**config.mk**
```make
export PLATFORM = sky130hd
export DESIGN_NAME = jk_counter_sequencer
export DESIGN_NICKNAME = d
export VERILOG_FILES = /design/src/rtl/jk_seq_pkg.sv /design/src/rtl/jk_cell.sv /design/src/rtl/jk_counter_sequencer.sv
export SDC_FILE = /design/constraint.sdc
export NUM_CORES = 1
export LEC_CHECK = 0
export ABC_AREA = 1
export CAP_MARGIN = 20
export CORE_ASPECT_RATIO = 1.5
export CORE_MARGIN = 4
export CORE_UTILIZATION = 33
export DETAILED_ROUTE_END_ITERATION = 10
export GPL_TIMING_DRIVEN = 0
export PLACE_DENSITY = 0.59
export SYNTH_ARGS = -nofsm -noshare
export SYNTH_HDL_FRONTEND = slang
export SYNTH_SLANG_ARGS = --single-unit
```
**constraint.sdc**
```tcl
create_clock -name clk -period 1.6 [get_ports clk]
set_input_delay 0.32 -clock clk [delete_from_list [all_inputs] [get_ports clk]]
set_output_delay 0.32 -clock clk [all_outputs]
set_load 0.005 [all_outputs]
```
**src/rtl/jk_seq_pkg.sv**
```systemverilog
// rtl/jk_seq_pkg.sv - shared types and encodings for the JK counter sequencer
package jk_seq_pkg;

    typedef enum logic [1:0] {
        ST_IDLE = 2'd0,
        ST_RUN  = 2'd1,
        ST_DONE = 2'd2
    } seq_state_e;

    typedef enum logic [1:0] {
        DRV_HOLD = 2'd0,
        DRV_LOAD = 2'd1,
        DRV_STEP = 2'd2
    } drive_mode_e;

    localparam logic [1:0] OP_NOP  = 2'b00;
    localparam logic [1:0] OP_LOAD = 2'b01;
    localparam logic [1:0] OP_RUN  = 2'b10;
    localparam logic [1:0] OP_STOP = 2'b11;

    localparam logic DIR_UP   = 1'b1;
    localparam logic DIR_DOWN = 1'b0;

endpackage

```
**src/rtl/jk_cell.sv**
```systemverilog
// rtl/jk_cell.sv - single JK flip-flop with asynchronous active-high reset
module jk_cell (
    input  logic clk,
    input  logic reset,
    input  logic j,
    input  logic k,
    output logic q,
    output logic q_bar
);

    logic q_q;
    logic q_d;

    always_comb begin
        q_d = q_q;
        case ({j, k})
            2'b00:   q_d = q_q;
            2'b01:   q_d = 1'b0;
            2'b10:   q_d = 1'b1;
            default: q_d = ~q_q;
        endcase
    end

    always_ff @(posedge clk or posedge reset) begin
        if (reset) begin
            q_q <= 1'b0;
        end else begin
            q_q <= q_d;
        end
    end

    assign q     = q_q;
    assign q_bar = ~q_q;

endmodule

```
**src/rtl/jk_counter_sequencer.sv**
```systemverilog
// rtl/jk_counter_sequencer.sv - LOAD/RUN/STOP controller driving a bank of JK cells as a counter
// Optional: JK_SEQ_AUTO_RELOAD_EN reloads the stored value at terminal and stays in RUN.
module jk_counter_sequencer
    import jk_seq_pkg::*;
#(
    parameter int WIDTH = 4
) (
    input  logic             clk,
    input  logic             reset,
    input  logic             cmd_valid,
    output logic             cmd_ready,
    input  logic [1:0]       cmd_op,
    input  logic [WIDTH-1:0] cmd_data,
    input  logic             cmd_dir,
    output logic [WIDTH-1:0] count,
    output logic             busy,
    output logic             done,
    output logic             cmd_err
);

    seq_state_e       state_q, state_d;
    logic [WIDTH-1:0] term_q, term_d;
    logic             dir_q, dir_d;
    logic [WIDTH-1:0] reload_q, reload_d;
    logic             done_q, done_d;
    logic             err_q, err_d;

    drive_mode_e      mode;
    logic [WIDTH-1:0] load_val;
    logic [WIDTH-1:0] tgl;
    logic [WIDTH-1:0] cell_j;
    logic [WIDTH-1:0] cell_k;
    logic [WIDTH-1:0] count_bar;

    assign cmd_ready = 1'b1;

    always_comb begin
        state_d  = state_q;
        term_d   = term_q;
        dir_d    = dir_q;
        reload_d = reload_q;
        done_d   = 1'b0;
        err_d    = 1'b0;
        mode     = DRV_HOLD;
        load_val = cmd_data;

        case (state_q)
            ST_RUN: begin
                if (cmd_valid && (cmd_op == OP_LOAD || cmd_op == OP_RUN)) begin
                    err_d = 1'b1;
                end
                if (cmd_valid && cmd_op == OP_STOP) begin
                    state_d = ST_IDLE;
                end else if (count == term_q) begin
                    done_d = 1'b1;
`ifdef JK_SEQ_AUTO_RELOAD_EN
                    mode     = DRV_LOAD;
                    load_val = reload_q;
`else
                    state_d = ST_DONE;
`endif
                end else begin
                    mode = DRV_STEP;
                end
            end
            default: begin
                if (cmd_valid && cmd_op == OP_LOAD) begin
                    mode     = DRV_LOAD;
                    load_val = cmd_data;
                    reload_d = cmd_data;
                    state_d  = ST_IDLE;
                end else if (cmd_valid && cmd_op == OP_RUN) begin
                    term_d  = cmd_data;
                    dir_d   = cmd_dir;
                    state_d = ST_RUN;
                end
            end
        endcase
    end

    // Ripple toggle enables: a bit flips when all lower bits are 1 (up) or 0 (down).
    always_comb begin
        tgl    = '0;
        tgl[0] = 1'b1;
        for (int i = 1; i < WIDTH; i++) begin
            tgl[i] = tgl[i-1] & ((dir_q == DIR_UP) ? count[i-1] : count_bar[i-1]);
        end
    end

    always_comb begin
        cell_j = '0;
        cell_k = '0;
        case (mode)
            DRV_LOAD: begin
                cell_j = load_val;
                cell_k = ~load_val;
            end
            DRV_STEP: begin
                cell_j = tgl;
                cell_k = tgl;
            end
            default: begin
                cell_j = '0;
                cell_k = '0;
            end
        endcase
    end

    for (genvar g = 0; g < WIDTH; g++) begin : g_cell
        jk_cell u_cell (
            .clk   (clk),
            .reset (reset),
            .j     (cell_j[g]),
            .k     (cell_k[g]),
            .q     (count[g]),
            .q_bar (count_bar[g])
        );
    end

    always_ff @(posedge clk or posedge reset) begin
        if (reset) begin
            state_q  <= ST_IDLE;
            term_q   <= '0;
            dir_q    <= DIR_UP;
            reload_q <= '0;
            done_q   <= 1'b0;
            err_q    <= 1'b0;
        end else begin
            state_q  <= state_d;
            term_q   <= term_d;
            dir_q    <= dir_d;
            reload_q <= reload_d;
            done_q   <= done_d;
            err_q    <= err_d;
        end
    end

    assign busy    = (state_q == ST_RUN);
    assign done    = done_q;
    assign cmd_err = err_q;

endmodule

```
==> flow_summary.yaml, run 1 <==
synth:
  synth_cells: 134
  ys_seq_area_share_pct: 30.6
  yosys_warnings: 0
  ys_seq_elements: 13
  synth_nets: 155
  synth_edf_count: 0
  synthFlopType: "dfrtp_1"
  synth.avg_cell_area_um2: 7.96
  synth_area_um2: 1070
  ys_types: 26
  synthArstFlopShare_pct: 100
die:
  dieArea_um2: 4220
  rows: 25
  io_pins: 18
  core_um2: 3130
  start_util_pct: 34.1
  die_h_um: 77.6
  dieWidth_um: 54.4
power_and_ir_drop:
  power_mw: 2.76
  vdd.ir_drop.worst_v: 0.000779
  p_leak_nw: 0.788
  power.density_nw_per_um2: 1740
routing:
  wl_um: 2300
  drtIter0Drc: 14
  post-route-drc-count: 0
  wire_per_inst_um: 10.9
  via_count: 912
  ant_nets: 0
  via_per_inst: 4.32
  first_pass_iters: 4
timing:
  rsz0062_at_grt: "true"
  maxSlewViolCount: 0
  period_share_pct: 109
  hold_viol_final: 0
  slew_headroom_pct: 64.7
  setup_viol: 4
  worst_pin_slew_ns: 0.529
  finClkSkew_ns: 0.00255
  fin_ws_ns: -0.146
  final.min_clock_period_ns: 1.75
  fmax_mhz: 573
  hold_slack_ns: 0.411
cts:
  clock_path_buffers: 2
  cts_buffers: 3
  cts_root_buf: "clkbuf_8"
  cts.sinks: 13
  tritoncts: "yes"
  clock_latency_ns: 0.25
  path_clk_slew_ns: 0.06
  h-tree-depth: 1
global_route:
  grt_pass1_wl_um: 4040
  grt_overflow: 0
  antenna_found_initial: 0
  track_usage_pct: 12.7
  grt_max_degree: 14
  grt_pass1_vias: 940
layout:
  final_cell_mix: "nand2_1, buf_4, inv_1"
  final_common_cell: "nand2_1"
  nNetsFinal: 193
  area_delta_synth_final_pct: 48.5
  drive_gt1_share_pct: 49.1
  final_area_um2: 1580
  diodes: 0
  instances_no_fill: 211
status:
  status: "finished with violations"
  violations: "setup timing"
place:
  dp_cells: 190
  gp_congestion: 0.799
  dp_hpwl_um: 1590
  post_dp_cell_area_um2: 1290
  port_buffers: 16
setup_path:
  critPathArrivalTime_ns: 1.88
  crit_type: "in -> reg"
  crit_fanout: 5
  endpoint_kind: "flop"
  crit_path_start_kind: "primary input"
  worst_ep_required_time_ns: 1.73
worst_hold_path:
  timing.hold.worst.class: "in -> async"
run:
  cap_violations: 0
sequential cells by signal, summed over array words and instances, names as in the netlist:
signal	count
g_cell.u_cell.q	4
term_q	4
state_q	2
cmd_err	1
dir_q	1
done	1
layer usage:
metal	GRT usage (%)	wire length [um]	vias to the layer above
met5	0	0	-
met3	2.30	50	5
met4	5.24	51	0
met2	21.8	1290	13
li1	-	-	479
met1	14.8	900	415
cell usage after synthesis, drive strengths merged (6+ instances only):
cell type,count,area (um2)
ha,11,138
dfrtp,12,300
inv,26,97.6
a21oi,7,42.5
nand3,7,50.1
o21ai,13,91.3
nor2,10,71.3
buf,6,48.8
nand2,36,153
cells by family after synthesis:
logic type | share of synthesized area (%)
and+or+nand+nor | 25.7
buffers and inverters | 13.7
AOI/OAI and AO/OA | 15.0
DFF | 30.6
adders and majority gates | 12.9
xor gates and xnor gates | 1.64
other | 0.352
metrics by stage:
stage                     worst slack, ns  TNS [ns]  utilization [%]
after floorplan                   -0.0488    -0.116                -
after global placement             -0.636     -3.13             41.2
after detailed placement           -0.742     -3.78             41.2
after CTS                          -0.187    -0.688             47.6
after global routing               -0.245    -0.932             50.6
final                              -0.146    -0.495             50.6
critical path, stage by stage:
cell and delay (ns):
dlygate4sd2_1 0.26, inv_1 0.07, ha_2 0.19, nand2_2 0.07
nor2_4 0.18, inv_4 0.08, o21ai_2 0.18, inv_2 0.06
ha_4 0.27, nor2_2 0.04, a21oi_2 0.09, o21ai_1 0.06
power breakdown:
| group | total, mW | internal, mW | leakage [nW] | switching (mW) |
|---|---|---|---|---|
| combinational | 1.81 | 0.947 | 0.606 | 0.860 |
| clock | 0.301 | 0.176 | 0.0228 | 0.125 |
| sequential | 0.648 | 0.485 | 0.159 | 0.163 |
final timing paths:
| check | slack (ns) | start | cells after the start | endpoint |
|---|---|---|---|---|
| setup / recovery | -0.15 | cmd_op[1] | 12 | g_cell[2].u_cell.q |
| hold / removal | 0.41 | reset | 2 | g_cell[3].u_cell.q |
| setup reg to reg | -0.12 | state_q[0] | 11 | g_cell[2].u_cell.q |
| hold reg to reg | 0.49 | state_q[0] | 2 | state_q[0] |
| max in group asynchronous | 0.81 | reset | 2 | state_q[1] |
| min in group clk | 0.49 | state_q[0] | 2 | state_q[0] |
final cells by class:
type | count | area (um2)
plain buffers | 6 | 48.8
fillers | 306 | 1550
inverters | 26 | 100
repair buffers | 33 | 300
multi-input cells | 89 | 707
flip-flops and latches | 13 | 332
well taps | 40 | 50.0
clock buffers | 4 | 45.0
repair_timing:
item	in CTS	in global routing
endpoints found under the setup margin	8	8
pin swaps	9	11
setup buffers	11	8
hold buffers	0	0
gates resized for setup	24	19
No activity file was read; power rests on OpenSTA's default activity.
==> run 2: changes to the inputs <==
REMOVE_ABC_BUFFERS = 1   (was unset)
==> run 2 against run 1 <==
Net effect:
- setup slack worse by 0.055 ns
- register-to-register slack got worse by 0.08 ns
- clock power rose by 2%
- utilization down 3.5 points
- critical path depth decreased by 2
- die area is the same
- clock skew is 0.0019 ns lower
- power decreased by 6.4%
- maximum frequency decreased by 3.1%
- the flow still finishes with violations (setup timing)
- count of clock-buffer cells in the layout did not move
- hold slack worse by 0.043 ns
==> flow_summary.yaml, run 2 (synthesized netlist as in run 1, its figures left out) <==
die:
  die_h_um: 77.6
  io_pins: 18
  start_util_pct: 34.1
  rows: 25
  dieWidth_um: 54.4
  core_um2: 3130
  dieArea_um2: 4220
routing:
  drtIter0Drc: 13
  post-route-drc-count: 0
  via_per_inst: 4.57
  wl_um: 2240
  ant_nets: 0
  wire_per_inst_um: 11.3
  via_count: 904
  first_pass_iters: 4
timing:
  hold_viol_final: 0
  period_share_pct: 113
  final.min_clock_period_ns: 1.80
  fmax_mhz: 555
  maxSlewViolCount: 0
  slew_headroom_pct: 63.6
  finClkSkew_ns: 0.000669
  fin_ws_ns: -0.201
  hold_slack_ns: 0.369
  rsz0062_at_grt: "true"
  worst_pin_slew_ns: 0.545
  setup_viol: 4
power_and_ir_drop:
  power.density_nw_per_um2: 1750
  p_leak_nw: 0.692
  vdd.ir_drop.worst_v: 0.000749
layout:
  fillCellCount: 304
  final_cell_mix: "nand2_1, inv_1, clkdlybuf4s50_1"
  final_area_um2: 1470
  drive_gt1_share_pct: 43.7
  diodes: 0
  nNetsFinal: 180
  final_common_cell: "nand2_1"
  area_delta_synth_final_pct: 38.3
cts:
  cts_buffers: 3
  path_clk_slew_ns: 0.06
  h-tree-depth: 1
  clock_path_buffers: 2
  clock_latency_ns: 0.25
  tritoncts: "yes"
  cts.sinks: 13
  ctsHoldBuffers: 0
  cts_root_buf: "clkbuf_8"
global_route:
  grt_overflow: 0
  grt_max_degree: 14
  antenna_found_initial: 0
  grt_pass1_vias: 857
  grt_pass1_wl_um: 3720
  track_usage_pct: 12.0
setup_path:
  crit_path_start_kind: "flop"
  crit_fanout: 6
  crit_buf_inv: 2
  cpMaxStageDelayCell: "dfrtp_2"
  crit_type: "reg -> reg"
  critPathMaxStageDelay_ns: 0.44
  crit_family: "compound AO/OA/AOI/OAI gates"
  endpoint_kind: "flop"
  path_cells: "nor2_8 > a21boi_4 > buf_4 > nand2_2 > o21ai_4 > inv_2 > ha_4 > nor2_2 > a21oi_2 > o21ai_1"
  critPathArrivalTime_ns: 1.94
  worst_ep_required_time_ns: 1.74
worst_hold_path:
  timing.hold.worst.class: "in -> reg"
place:
  dp_hpwl_um: 1590
  place_ws_ns: -0.738
  gp_congestion: 0.748
  post_dp_cell_area_um2: 1230
  port_buffers: 16
status:
  violations: "setup timing"
  status: "finished with violations"
run:
  cap_violations: 0
run 2: cell count changes in the layout (fill, tap and decap cells not counted), sizes merged:
cell	delta
clkdlybuf4s15	+1
clkdlybuf4s50	+4
clkinv	+1
clkbuf	+1
dlymetal6s2s	-2
dlygate4sd2	-4
buf	-13
inv	-1
run 2: layout make-up:
type / instances / area (um2) / share of cell area, %
inverter: 26 / 103 / 6.96
tap: 40 / 50.0 / 3.40
timing repair buffer: 26 / 231 / 15.7
multi-input combinational: 89 / 714 / 48.5
sequential: 13 / 330 / 22.4
clock buffer: 4 / 45.0 / 3.06
run 2: final timing paths:
path                            slack, ns  depth (start not counted)       start                 end
worst max-delay path                -0.20                         10  state_q[1]  g_cell[0].u_cell.q
worst min-delay path                 0.37                          3   cmd_op[1]             cmd_err
worst max register to register      -0.20                         10  state_q[1]  g_cell[0].u_cell.q
worst min register to register       0.51                          2   term_q[2]           term_q[2]
max in group asynchronous            0.79                          2       reset  g_cell[1].u_cell.q
min in group asynchronous            0.41                          2       reset                done
run 2: power breakdown:
group	total [mW]	leakage [nW]	switching [mW]	internal (mW)
clock	0.308	0.0228	0.131	0.176
combinational	1.63	0.509	0.819	0.808
sequential	0.644	0.161	0.162	0.482
run 2: worst register-to-register path, delay by kind of cell, from the launching register on:
family	cells	cell delay, ns
AO/OA/AOI/OAI	4	0.51
adder cells (fa/ha/maj)	1	0.27
buffers and inverters	2	0.21
flip-flops	1	0.44
AND/OR/NAND/NOR	3	0.25
run 2: stage by stage:
stage / total power [mW] / TNS [ns] / util [%] / cells
floorplan: 1.51 / -0.305 / - / 128
global placement: 1.80 / -5.18 / 39.2 / 184
detailed placement: 1.85 / -5.78 / 39.2 / 184
CTS: 2.36 / -0.615 / 44.2 / 195
global route: 2.82 / -1.07 / 47.1 / 198
finish: 2.58 / -0.624 / 47.1 / 198
run 2: repair_timing:
| item | 4_1_cts | 5_1_grt |
|---|---|---|
| pin swaps | 13 | 13 |
| setup endpoints to repair | 12 | 5 |
| cloned | 0 | 0 |
| hold endpoints to repair | 0 | 0 |
| setup buffers | 7 | 3 |
| gates resized for setup | 18 | 23 |
run 2: per-layer routing:
metal	wire length [um]	global-route usage, %
met1	879	13.3
met2	1240	20.5
met3	50	1.15
met4	63	7.48
met5	0	0
==> run 3: changes to the inputs <==
CTS_CLUSTER_SIZE = 16   (was unset)
==> results of run 3 <==
No change in the layout: final DEF, timing and power equal those of run 2.
